### src/rtl/user_gpio_pkg.sv
// ---------------------------------------------------------------------------
// user_gpio_pkg
// Shared definitions for the Wishbone GPIO controller:
//   - register offsets (byte address bits [7:0])
//   - Wishbone slave FSM state encoding
//   - byte-lane merge and write-one-to-clear helpers
// ---------------------------------------------------------------------------
package user_gpio_pkg;

  // Register offsets; each register is 64 bits wide, split into LO/HI words.
  localparam logic [7:0] OFF_OUT_LO   = 8'h00;
  localparam logic [7:0] OFF_OUT_HI   = 8'h04;
  localparam logic [7:0] OFF_OEB_LO   = 8'h08;
  localparam logic [7:0] OFF_OEB_HI   = 8'h0C;
  localparam logic [7:0] OFF_IN_LO    = 8'h10;
  localparam logic [7:0] OFF_IN_HI    = 8'h14;
  localparam logic [7:0] OFF_EN_LO    = 8'h18;
  localparam logic [7:0] OFF_EN_HI    = 8'h1C;
  localparam logic [7:0] OFF_STAT_LO  = 8'h20;
  localparam logic [7:0] OFF_STAT_HI  = 8'h24;
  localparam logic [7:0] OFF_EDGE_LO  = 8'h28;
  localparam logic [7:0] OFF_EDGE_HI  = 8'h2C;

  // Wishbone slave handshake states.
  typedef enum logic [1:0] {
    S_IDLE = 2'd0,
    S_WAIT = 2'd1,
    S_ACK  = 2'd2
  } wb_state_e;

  // Expand the four byte selects into a 32-bit bit mask.
  function automatic logic [31:0] laneMask(input logic [3:0] sel);
    return {{8{sel[3]}}, {8{sel[2]}}, {8{sel[1]}}, {8{sel[0]}}};
  endfunction

  // Replace only the selected byte lanes of oldVal with newVal.
  function automatic logic [31:0] byteMerge(input logic [31:0] oldVal,
                                            input logic [31:0] newVal,
                                            input logic [3:0]  sel);
    logic [31:0] m;
    m = laneMask(sel);
    return (oldVal & ~m) | (newVal & m);
  endfunction

  // Bits to clear for a write-one-to-clear access, restricted to selected lanes.
  function automatic logic [31:0] w1cMask(input logic [31:0] wdata,
                                          input logic [3:0]  sel);
    return wdata & laneMask(sel);
  endfunction

endpackage

### src/rtl/user_wb_gpio_ctrl_edge_sync.sv
// ---------------------------------------------------------------------------
// gpio_edge_sync
// Brings asynchronous pad inputs into the clock domain and detects edges.
//   clk_i   : clock
//   rst_i   : asynchronous active-high reset, clears every flop
//   async_i : raw pad inputs (WIDTH bits)
//   sync_o  : synchronised inputs (output of the last synchroniser stage)
//   rise_o  : synchronised value is 1 and was 0 one cycle earlier
//   fall_o  : synchronised value is 0 and was 1 one cycle earlier
// ---------------------------------------------------------------------------
module gpio_edge_sync
  import user_gpio_pkg::*;
#(
  parameter int WIDTH  = 38,
  parameter int STAGES = 2
) (
  input  logic             clk_i,
  input  logic             rst_i,
  input  logic [WIDTH-1:0] async_i,
  output logic [WIDTH-1:0] sync_o,
  output logic [WIDTH-1:0] rise_o,
  output logic [WIDTH-1:0] fall_o
);

  logic [WIDTH-1:0] stage_q [STAGES];
  logic [WIDTH-1:0] hist_q;

  // Synchroniser chain followed by one history flop used for edge detection.
  always_ff @(posedge clk_i or posedge rst_i) begin
    if (rst_i) begin
      for (int i = 0; i < STAGES; i++) begin
        stage_q[i] <= '0;
      end
      hist_q <= '0;
    end else begin
      stage_q[0] <= async_i;
      for (int i = 1; i < STAGES; i++) begin
        stage_q[i] <= stage_q[i-1];
      end
      hist_q <= stage_q[STAGES-1];
    end
  end

  assign sync_o = stage_q[STAGES-1];
  assign rise_o = stage_q[STAGES-1] & ~hist_q;
  assign fall_o = ~stage_q[STAGES-1] & hist_q;

endmodule

### src/rtl/user_wb_gpio_ctrl.sv
// ---------------------------------------------------------------------------
// user_wb_gpio_ctrl
// Wishbone-slave GPIO controller: register-controlled pad outputs and output
// enables, synchronised pad inputs and per-pin edge interrupts on user_irq.
// Ports:
//   wb_clk_i, wb_rst_i       : clock, asynchronous active-high reset
//   wbs_cyc_i/stb_i/we_i     : Wishbone cycle, strobe, write enable
//   wbs_sel_i[3:0]           : byte selects (writes only)
//   wbs_adr_i[31:0]          : byte address, block decodes [31:8]
//   wbs_dat_i[31:0]          : write data
//   wbs_ack_o                : one-cycle acknowledge
//   wbs_dat_o[31:0]          : read data, valid with ack, 0 otherwise
//   io_in/io_out/io_oeb      : pad input, output data, active-low enable
//   user_irq[IRQ_LINES-1:0]  : level interrupts, pin i drives line i%IRQ_LINES
// ---------------------------------------------------------------------------
module user_wb_gpio_ctrl
  import user_gpio_pkg::*;
#(
  parameter int          NUM_IO      = 38,
  parameter int          IRQ_LINES   = 3,
  parameter logic [31:0] BASE_ADDR   = 32'h3000_0000,
  parameter int          WAIT_STATES = 0,
  parameter int          SYNC_STAGES = 2
) (
  input  logic                 wb_clk_i,
  input  logic                 wb_rst_i,
  input  logic                 wbs_cyc_i,
  input  logic                 wbs_stb_i,
  input  logic                 wbs_we_i,
  input  logic [3:0]           wbs_sel_i,
  input  logic [31:0]          wbs_adr_i,
  input  logic [31:0]          wbs_dat_i,
  output logic                 wbs_ack_o,
  output logic [31:0]          wbs_dat_o,
  input  logic [NUM_IO-1:0]    io_in,
  output logic [NUM_IO-1:0]    io_out,
  output logic [NUM_IO-1:0]    io_oeb,
  output logic [IRQ_LINES-1:0] user_irq
);

  // Implemented pins; every register is kept at 64 bits and ANDed with this
  // so bits above NUM_IO stay 0 and naturally read back as 0.
  localparam logic [63:0] PIN_MASK = (64'd1 << NUM_IO) - 64'd1;

  wb_state_e      state_q, state_d;
  logic [2:0]     waitCnt_q, waitCnt_d;
  logic [31:0]    rdDat_q, rdDat_d;
  logic [31:0]    rdMux;

  logic [63:0]    outData_q, outData_d;
  logic [63:0]    oeb_q, oeb_d;
  logic [63:0]    irqEn_q, irqEn_d;
  logic [63:0]    irqStat_q, irqStat_d;
  logic [63:0]    edgeSel_q, edgeSel_d;
  logic [63:0]    clrMask;
  logic [63:0]    edgeHit;
  logic [63:0]    irqActive;
  logic [IRQ_LINES-1:0] irq_q, irq_d;

  logic [NUM_IO-1:0] inSync, inRise, inFall;
  logic [63:0]    inExt, riseExt, fallExt;

  logic           busReq;
  logic           addrHit;
  logic           wrEn;
  logic [7:0]     offset;

  gpio_edge_sync #(
    .WIDTH  (NUM_IO),
    .STAGES (SYNC_STAGES)
  ) u_edge_sync (
    .clk_i   (wb_clk_i),
    .rst_i   (wb_rst_i),
    .async_i (io_in),
    .sync_o  (inSync),
    .rise_o  (inRise),
    .fall_o  (inFall)
  );

  assign inExt   = 64'(inSync);
  assign riseExt = 64'(inRise);
  assign fallExt = 64'(inFall);

  assign busReq  = wbs_cyc_i & wbs_stb_i;
  assign addrHit = (wbs_adr_i[31:8] == BASE_ADDR[31:8]);
  assign offset  = wbs_adr_i[7:0];
  // The master holds address/data until it sees ack, so the write commits on
  // the ACK cycle using the live bus values.
  assign wrEn    = (state_q == S_ACK) & busReq & wbs_we_i & addrHit;

  // Handshake FSM. Entry from IDLE needs stb high in IDLE itself, so a held
  // strobe only restarts a fresh access after returning to IDLE.
  always_comb begin
    state_d   = state_q;
    waitCnt_d = waitCnt_q;
    case (state_q)
      S_IDLE: begin
        if (busReq && addrHit) begin
          waitCnt_d = '0;
          state_d   = (WAIT_STATES > 0) ? S_WAIT : S_ACK;
        end
      end
      S_WAIT: begin
        if (!busReq) begin
          state_d = S_IDLE;
        end else if (waitCnt_q == 3'(WAIT_STATES - 1)) begin
          state_d = S_ACK;
        end else begin
          waitCnt_d = waitCnt_q + 3'd1;
        end
      end
      S_ACK:   state_d = S_IDLE;
      default: state_d = S_IDLE;
    endcase
  end

  // Read multiplexer; unmapped offsets return 0.
  always_comb begin
    rdMux = '0;
    case (offset)
      OFF_OUT_LO:  rdMux = outData_q[31:0];
      OFF_OUT_HI:  rdMux = outData_q[63:32];
      OFF_OEB_LO:  rdMux = oeb_q[31:0];
      OFF_OEB_HI:  rdMux = oeb_q[63:32];
      OFF_IN_LO:   rdMux = inExt[31:0];
      OFF_IN_HI:   rdMux = inExt[63:32];
      OFF_EN_LO:   rdMux = irqEn_q[31:0];
      OFF_EN_HI:   rdMux = irqEn_q[63:32];
      OFF_STAT_LO: rdMux = irqStat_q[31:0];
      OFF_STAT_HI: rdMux = irqStat_q[63:32];
      OFF_EDGE_LO: rdMux = edgeSel_q[31:0];
      OFF_EDGE_HI: rdMux = edgeSel_q[63:32];
      default:     rdMux = '0;
    endcase
  end

  // Read data is captured on the edge that enters ACK so it is valid for
  // exactly the cycle ack is high, and is zero at all other times.
  assign rdDat_d = (state_d == S_ACK) ? rdMux : '0;

  // Register writes with byte-lane merge; STAT takes a W1C clear mask.
  always_comb begin
    outData_d = outData_q;
    oeb_d     = oeb_q;
    irqEn_d   = irqEn_q;
    edgeSel_d = edgeSel_q;
    clrMask   = '0;
    if (wrEn) begin
      case (offset)
        OFF_OUT_LO:  outData_d[31:0]  = byteMerge(outData_q[31:0],  wbs_dat_i, wbs_sel_i);
        OFF_OUT_HI:  outData_d[63:32] = byteMerge(outData_q[63:32], wbs_dat_i, wbs_sel_i);
        OFF_OEB_LO:  oeb_d[31:0]      = byteMerge(oeb_q[31:0],      wbs_dat_i, wbs_sel_i);
        OFF_OEB_HI:  oeb_d[63:32]     = byteMerge(oeb_q[63:32],     wbs_dat_i, wbs_sel_i);
        OFF_EN_LO:   irqEn_d[31:0]    = byteMerge(irqEn_q[31:0],    wbs_dat_i, wbs_sel_i);
        OFF_EN_HI:   irqEn_d[63:32]   = byteMerge(irqEn_q[63:32],   wbs_dat_i, wbs_sel_i);
        OFF_EDGE_LO: edgeSel_d[31:0]  = byteMerge(edgeSel_q[31:0],  wbs_dat_i, wbs_sel_i);
        OFF_EDGE_HI: edgeSel_d[63:32] = byteMerge(edgeSel_q[63:32], wbs_dat_i, wbs_sel_i);
        OFF_STAT_LO: clrMask[31:0]    = w1cMask(wbs_dat_i, wbs_sel_i);
        OFF_STAT_HI: clrMask[63:32]   = w1cMask(wbs_dat_i, wbs_sel_i);
        default: ;
      endcase
    end
    outData_d = outData_d & PIN_MASK;
    oeb_d     = oeb_d     & PIN_MASK;
    irqEn_d   = irqEn_d   & PIN_MASK;
    edgeSel_d = edgeSel_d & PIN_MASK;
  end

  // Edge selected per pin by EDGE; the set term is ORed after the clear so a
  // simultaneous new edge wins over a W1C.
  assign edgeHit   = (riseExt & ~edgeSel_q) | (fallExt & edgeSel_q);
  assign irqStat_d = ((irqStat_q & ~clrMask) | edgeHit) & PIN_MASK;
  assign irqActive = irqStat_q & irqEn_q;

  // Interrupt line k collects every pin whose index is congruent to k.
  always_comb begin
    irq_d = '0;
    for (int k = 0; k < IRQ_LINES; k++) begin
      for (int i = 0; i < NUM_IO; i++) begin
        if ((i % IRQ_LINES) == k) begin
          irq_d[k] = irq_d[k] | irqActive[i];
        end
      end
    end
  end

  always_ff @(posedge wb_clk_i or posedge wb_rst_i) begin
    if (wb_rst_i) begin
      state_q   <= S_IDLE;
      waitCnt_q <= '0;
      rdDat_q   <= '0;
      outData_q <= '0;
      oeb_q     <= PIN_MASK;
      irqEn_q   <= '0;
      irqStat_q <= '0;
      edgeSel_q <= '0;
      irq_q     <= '0;
    end else begin
      state_q   <= state_d;
      waitCnt_q <= waitCnt_d;
      rdDat_q   <= rdDat_d;
      outData_q <= outData_d;
      oeb_q     <= oeb_d;
      irqEn_q   <= irqEn_d;
      irqStat_q <= irqStat_d;
      edgeSel_q <= edgeSel_d;
      irq_q     <= irq_d;
    end
  end

  assign wbs_ack_o = (state_q == S_ACK);
  assign wbs_dat_o = rdDat_q;
  assign io_out    = outData_q[NUM_IO-1:0];
  assign io_oeb    = oeb_q[NUM_IO-1:0];
  assign user_irq  = irq_q;

endmodule

### config.mk
export PLATFORM = sky130hd
export DESIGN_NAME = user_wb_gpio_ctrl
export DESIGN_NICKNAME = d
export VERILOG_FILES = /design/src/rtl/user_gpio_pkg.sv /design/src/rtl/user_wb_gpio_ctrl_edge_sync.sv /design/src/rtl/user_wb_gpio_ctrl.sv
export SDC_FILE = /design/constraint.sdc
export NUM_CORES = 1
export LEC_CHECK = 0
export BUFFER_PORTS_ARGS = -buffer_cell sky130_fd_sc_hd__buf_4
export CORE_MARGIN = 2
export CORE_UTILIZATION = 57
export DETAILED_ROUTE_END_ITERATION = 6
export HOLD_SLACK_MARGIN = 0.1
export PLACE_DENSITY = 0.81
export SLEW_MARGIN = 20
export SYNTH_ARGS = -nofsm -noshare
export SYNTH_HDL_FRONTEND = slang
export SYNTH_HIERARCHICAL = 1
export SYNTH_SLANG_ARGS = --single-unit
### constraint.sdc
create_clock -name wb_clk_i -period 9 [get_ports wb_clk_i]
set_input_delay 0.9 -clock wb_clk_i [delete_from_list [all_inputs] [get_ports wb_clk_i]]
set_output_delay 0.9 -clock wb_clk_i [all_outputs]
set_load 0.1 [all_outputs]
==> summary.txt <==
Clock network
  – # H-tree levels: 2
  – Gates resized, CTS repair: 0
  – Number of clock buffers inserted by TritonCTS: 37
  – Hold buffer count at CTS: 0
  – TritonCTS clock tree: yes
  – Number of sinks driven by the clock tree: roughly 340
  – Clock latency on the worst-skew pair: 0.52 ns
  – Root buffer cell: sky130_fd_sc_hd__clkbuf_16
  – Total setup buffers inserted after CTS: 0
  – Clock-pin slew on the worst setup and hold paths: 0.06 ns
  – Maximum buffer depth of the clock tree: 3

Setup path
  – CP cell instances: buf_4, nor4_1, nand4_1, or3_1, nor3_4, mux2_2
  – Cell family contributing the most delay on the critical path: simple AND/OR/NAND/NOR gates
  – Setup slack on the worst flop-to-flop path: about 6.4 ns
  – Worst stage delay on the critical path: between 0.8 and 0.9 ns
  – Crit-path slowest cell: sky130_fd_sc_hd__or3_1
  – Buffers and inverters on the worst path: 1
  – Critical path start-end classification: input pin to register
  – Required time at the worst-slack endpoint: between 9 and 10 ns
  – Startpoint of the worst setup timing path: wbs_adr_i[15]
  – Critical path arrival: 3.60 ns
  – Nature of the critical path endpoint: register
  – Stages on worst setup path: 6
  – Critical register-to-register path startpoint: state_q[0]
  – Top fanout value on the critical path: 11
  – Worst reg-to-reg path cell count: 5
  – CP startpoint kind: input pin

Flow run
  – # Max-Cap Violations: 0

Logic synthesis
  – Post-Synthesis Cell Area: 14,800 um^2
  – Async set-reset flop share out of synthesis: 100%
  – Count of cell types in the netlist: 52
  – Number of enable-type register cells in the synthesized netlist: 0
  – Synthesis warning total: 6
  – Total nets after synthesis: 1,211
  – Most frequently used cell type in the post-synthesis netlist: sky130_fd_sc_hd__dfrtp_1
  – Top-area cell type share of the netlist area: between 50% and 60%
  – Cell type with the largest total area after synthesis: sky130_fd_sc_hd__dfrtp_1
  – FF+latch count, synth: around 340
  – Synth cell count leaders: sky130_fd_sc_hd__dfrtp_1 (306), sky130_fd_sc_hd__mux2_2 (143), sky130_fd_sc_hd__and2b_2 (76)
  – Sequential area share after synthesis: 58.6%
  – Dominant cells by area after synthesis: sky130_fd_sc_hd__dfrtp_1 (52%), sky130_fd_sc_hd__mux2_2 (11%), sky130_fd_sc_hd__dfstp_2 (6.8%)
  – Syn Inst Count: 1,098
  – Most frequently used flop master after synthesis: sky130_fd_sc_hd__dfrtp_1
  – Syn Area/Cell: roughly 13 um^2

Placed design
  – Final GP Congestion: 0.913
  – Number of port buffers: 222
  – DPL Wire Length: between 20,000 and 30,000 um
  – Number of placed instances, taps included: 1,575
  – Cell area reported after detailed placement: roughly 16,000 um^2

Finish
  – Final non-filler cell total: between 1,500 and 2,000
  – Area of all placed cells without fillers: 17,800 um^2
  – Syn-to-layout area delta: 20.3%
  – # diodes: 0
  – Filler cells: 1,702
  – Final Net Count: approximately 1,400
  – Post-Route Utilization: a little over two thirds
  – Fraction of final layout cells sized beyond drive strength 1: 45.0%

Routing
  – Routed wire length: 41,100 um
  – Detailed-router iteration count before antenna repair: 6
  – DRC viols: 0
  – Post-DR wirelength/cell: 25.0 um
  – Starting DRC count in detailed routing: roughly 1,300
  – Vias per cell: about 6.4
  – Total vias in the final route: 10,600
  – Antenna violation net count after detailed routing: 0

STA
  – Final count of negative-setup-slack endpoints: 0
  – Slew Limit Headroom: 18.5%
  – Clock skew after layout: 0.0185 ns
  – Pins Over Slew Limit: 0
  – Setup TNS after final layout: 0 ns
  – Highest Clock Rate: 313 MHz
  – Shortest clock period the worst path allows after layout: 3.20 ns
  – RSZ-0062 raised after global routing: no
  – Actual transition at the worst max-transition pin: between 1 and 1.5 ns
  – Final period utilization: between 30% and 40%
  – Endpoints failing hold: 0

GRT
  – GR Util All Layers: 30.6%
  – Initial antenna violation count: 0
  – Global-route congestion overflow total: 0
  – Via count of the first global-routing pass: 10,700
  – Maximum number of pins on one net before global-route repair: ~150
  – First-pass GRT wire length: between 60,000 and 70,000 um

Floorplan
  – Floorplan core area: around 25,000 um^2
  – Initial Utilization: 58.3%
  – Die area: 27,200 um^2
  – Die height: between 150 and 200 um
  – Top-level I/O count: 223
  – Total number of placement rows: 58
  – Die width: around 170 um

Power and ir drop
  – Total power draw: 0.00331 W
  – Leakage component of the power: about 8.3 nW
  – Largest voltage drop on the vdd net: approximately 0.14 mV
  – Power per Cell Area: between 150 and 200 nW/um^2

Run status
  – Run status: finished, final reports clean

Hold path
  – Hold WC Path Type: register to register
==> metal layers <==
metal	wire length, um	part of all wire [%]	GRT usage [%]	vias to the layer above
met2	20000	49	49.1	658
met1	16200	39	41.7	5425
met4	1300	3.2	11.8	0
met3	3650	8.9	5.58	104
li1	-	-	-	4403
met5	0	0	0	-
==> worst reg2reg max path: cells and delay by family, from the launching register on <==
| kind | cells | cell delay, ns |
|---|---|---|
| flip-flops | 1 | 0.46 |
| multiplexers | 1 | 0.39 |
| AND/OR/NAND/NOR | 4 | 1.61 |
==> kinds of logic (layout without fill, tap and decap cells) <==
group / count (synthesis) / in the layout / synth area share, %
flops: 344 / 344 / 58.6
simple gates: 290 / 290 / 14.1
compound gates: 211 / 211 / 11.4
mux: 160 / 160 / 12.1
buf+inv: 91 / 305 / 3.58
fa+ha+maj: 2 / 2 / 0.169
==> per-stage QoR <==
step,setup slack (ns),hold slack (ns)
after floorplan,1.86,0.331
after global placement,5.33,0.332
after detailed placement,5.28,0.335
after CTS,5.79,0.344
after global routing,5.68,0.355
final,5.80,0.341
==> where the power goes <==
part / switching (W) / total, W / internal (W)
clock network: 0.000619 / 0.00158 / 0.000962
logic: 0.0000803 / 0.000139 / 0.0000591
registers: 0.0000166 / 0.00159 / 0.00157
total: 0.000716 / 0.00331 / 0.00259
==> cell usage in the layout (no fill, tap or decap), drive strengths merged, types with 3 or more instances in the layout <==
cell and instances:
nor2b 40, nand4 8, and2b 76, dfstp 38
a22o 36, a22oi 65, a31oi 34, nor2 29
o21ai 4, nand2 54, nand3 42, a221oi 16
nor4b 3, nand3b 4, o2bb2ai 3, nor4 7
mux2 154, clkinvlp 4, clkbuf 46, buf 235
bufinv 5, a211o 3, and2 7, nor3 10
dfrtp 306, clkinv 13, a21oi 5, or3 4
mux2i 6, a221o 38
==> worst min path at each step <==
stage	depth (start not counted)	start	end
finish	0	u_edge_sync/stage_q[71]	u_edge_sync/sync_o[33]
CTS	0	u_edge_sync/stage_q[71]	u_edge_sync/sync_o[33]
global placement	0	u_edge_sync/stage_q[70]	u_edge_sync/sync_o[32]
detailed placement	0	u_edge_sync/stage_q[40]	u_edge_sync/sync_o[2]
global route	0	u_edge_sync/stage_q[63]	u_edge_sync/sync_o[25]
floorplan	0	u_edge_sync/stage_q[38]	u_edge_sync/sync_o[0]
==> final cells by class <==
class                   count  area [um^2]  area share [%]
repair buffers            235         1770            9.94
clock inverters            21          255            1.44
well taps                 330          413            2.32
multi-input cells         663         5630            31.7
inverters                   3         26.3           0.148
clock buffers              46         1030            5.80
flip-flops and latches    344         8660            48.7
(Power assumes the default switching activity.)
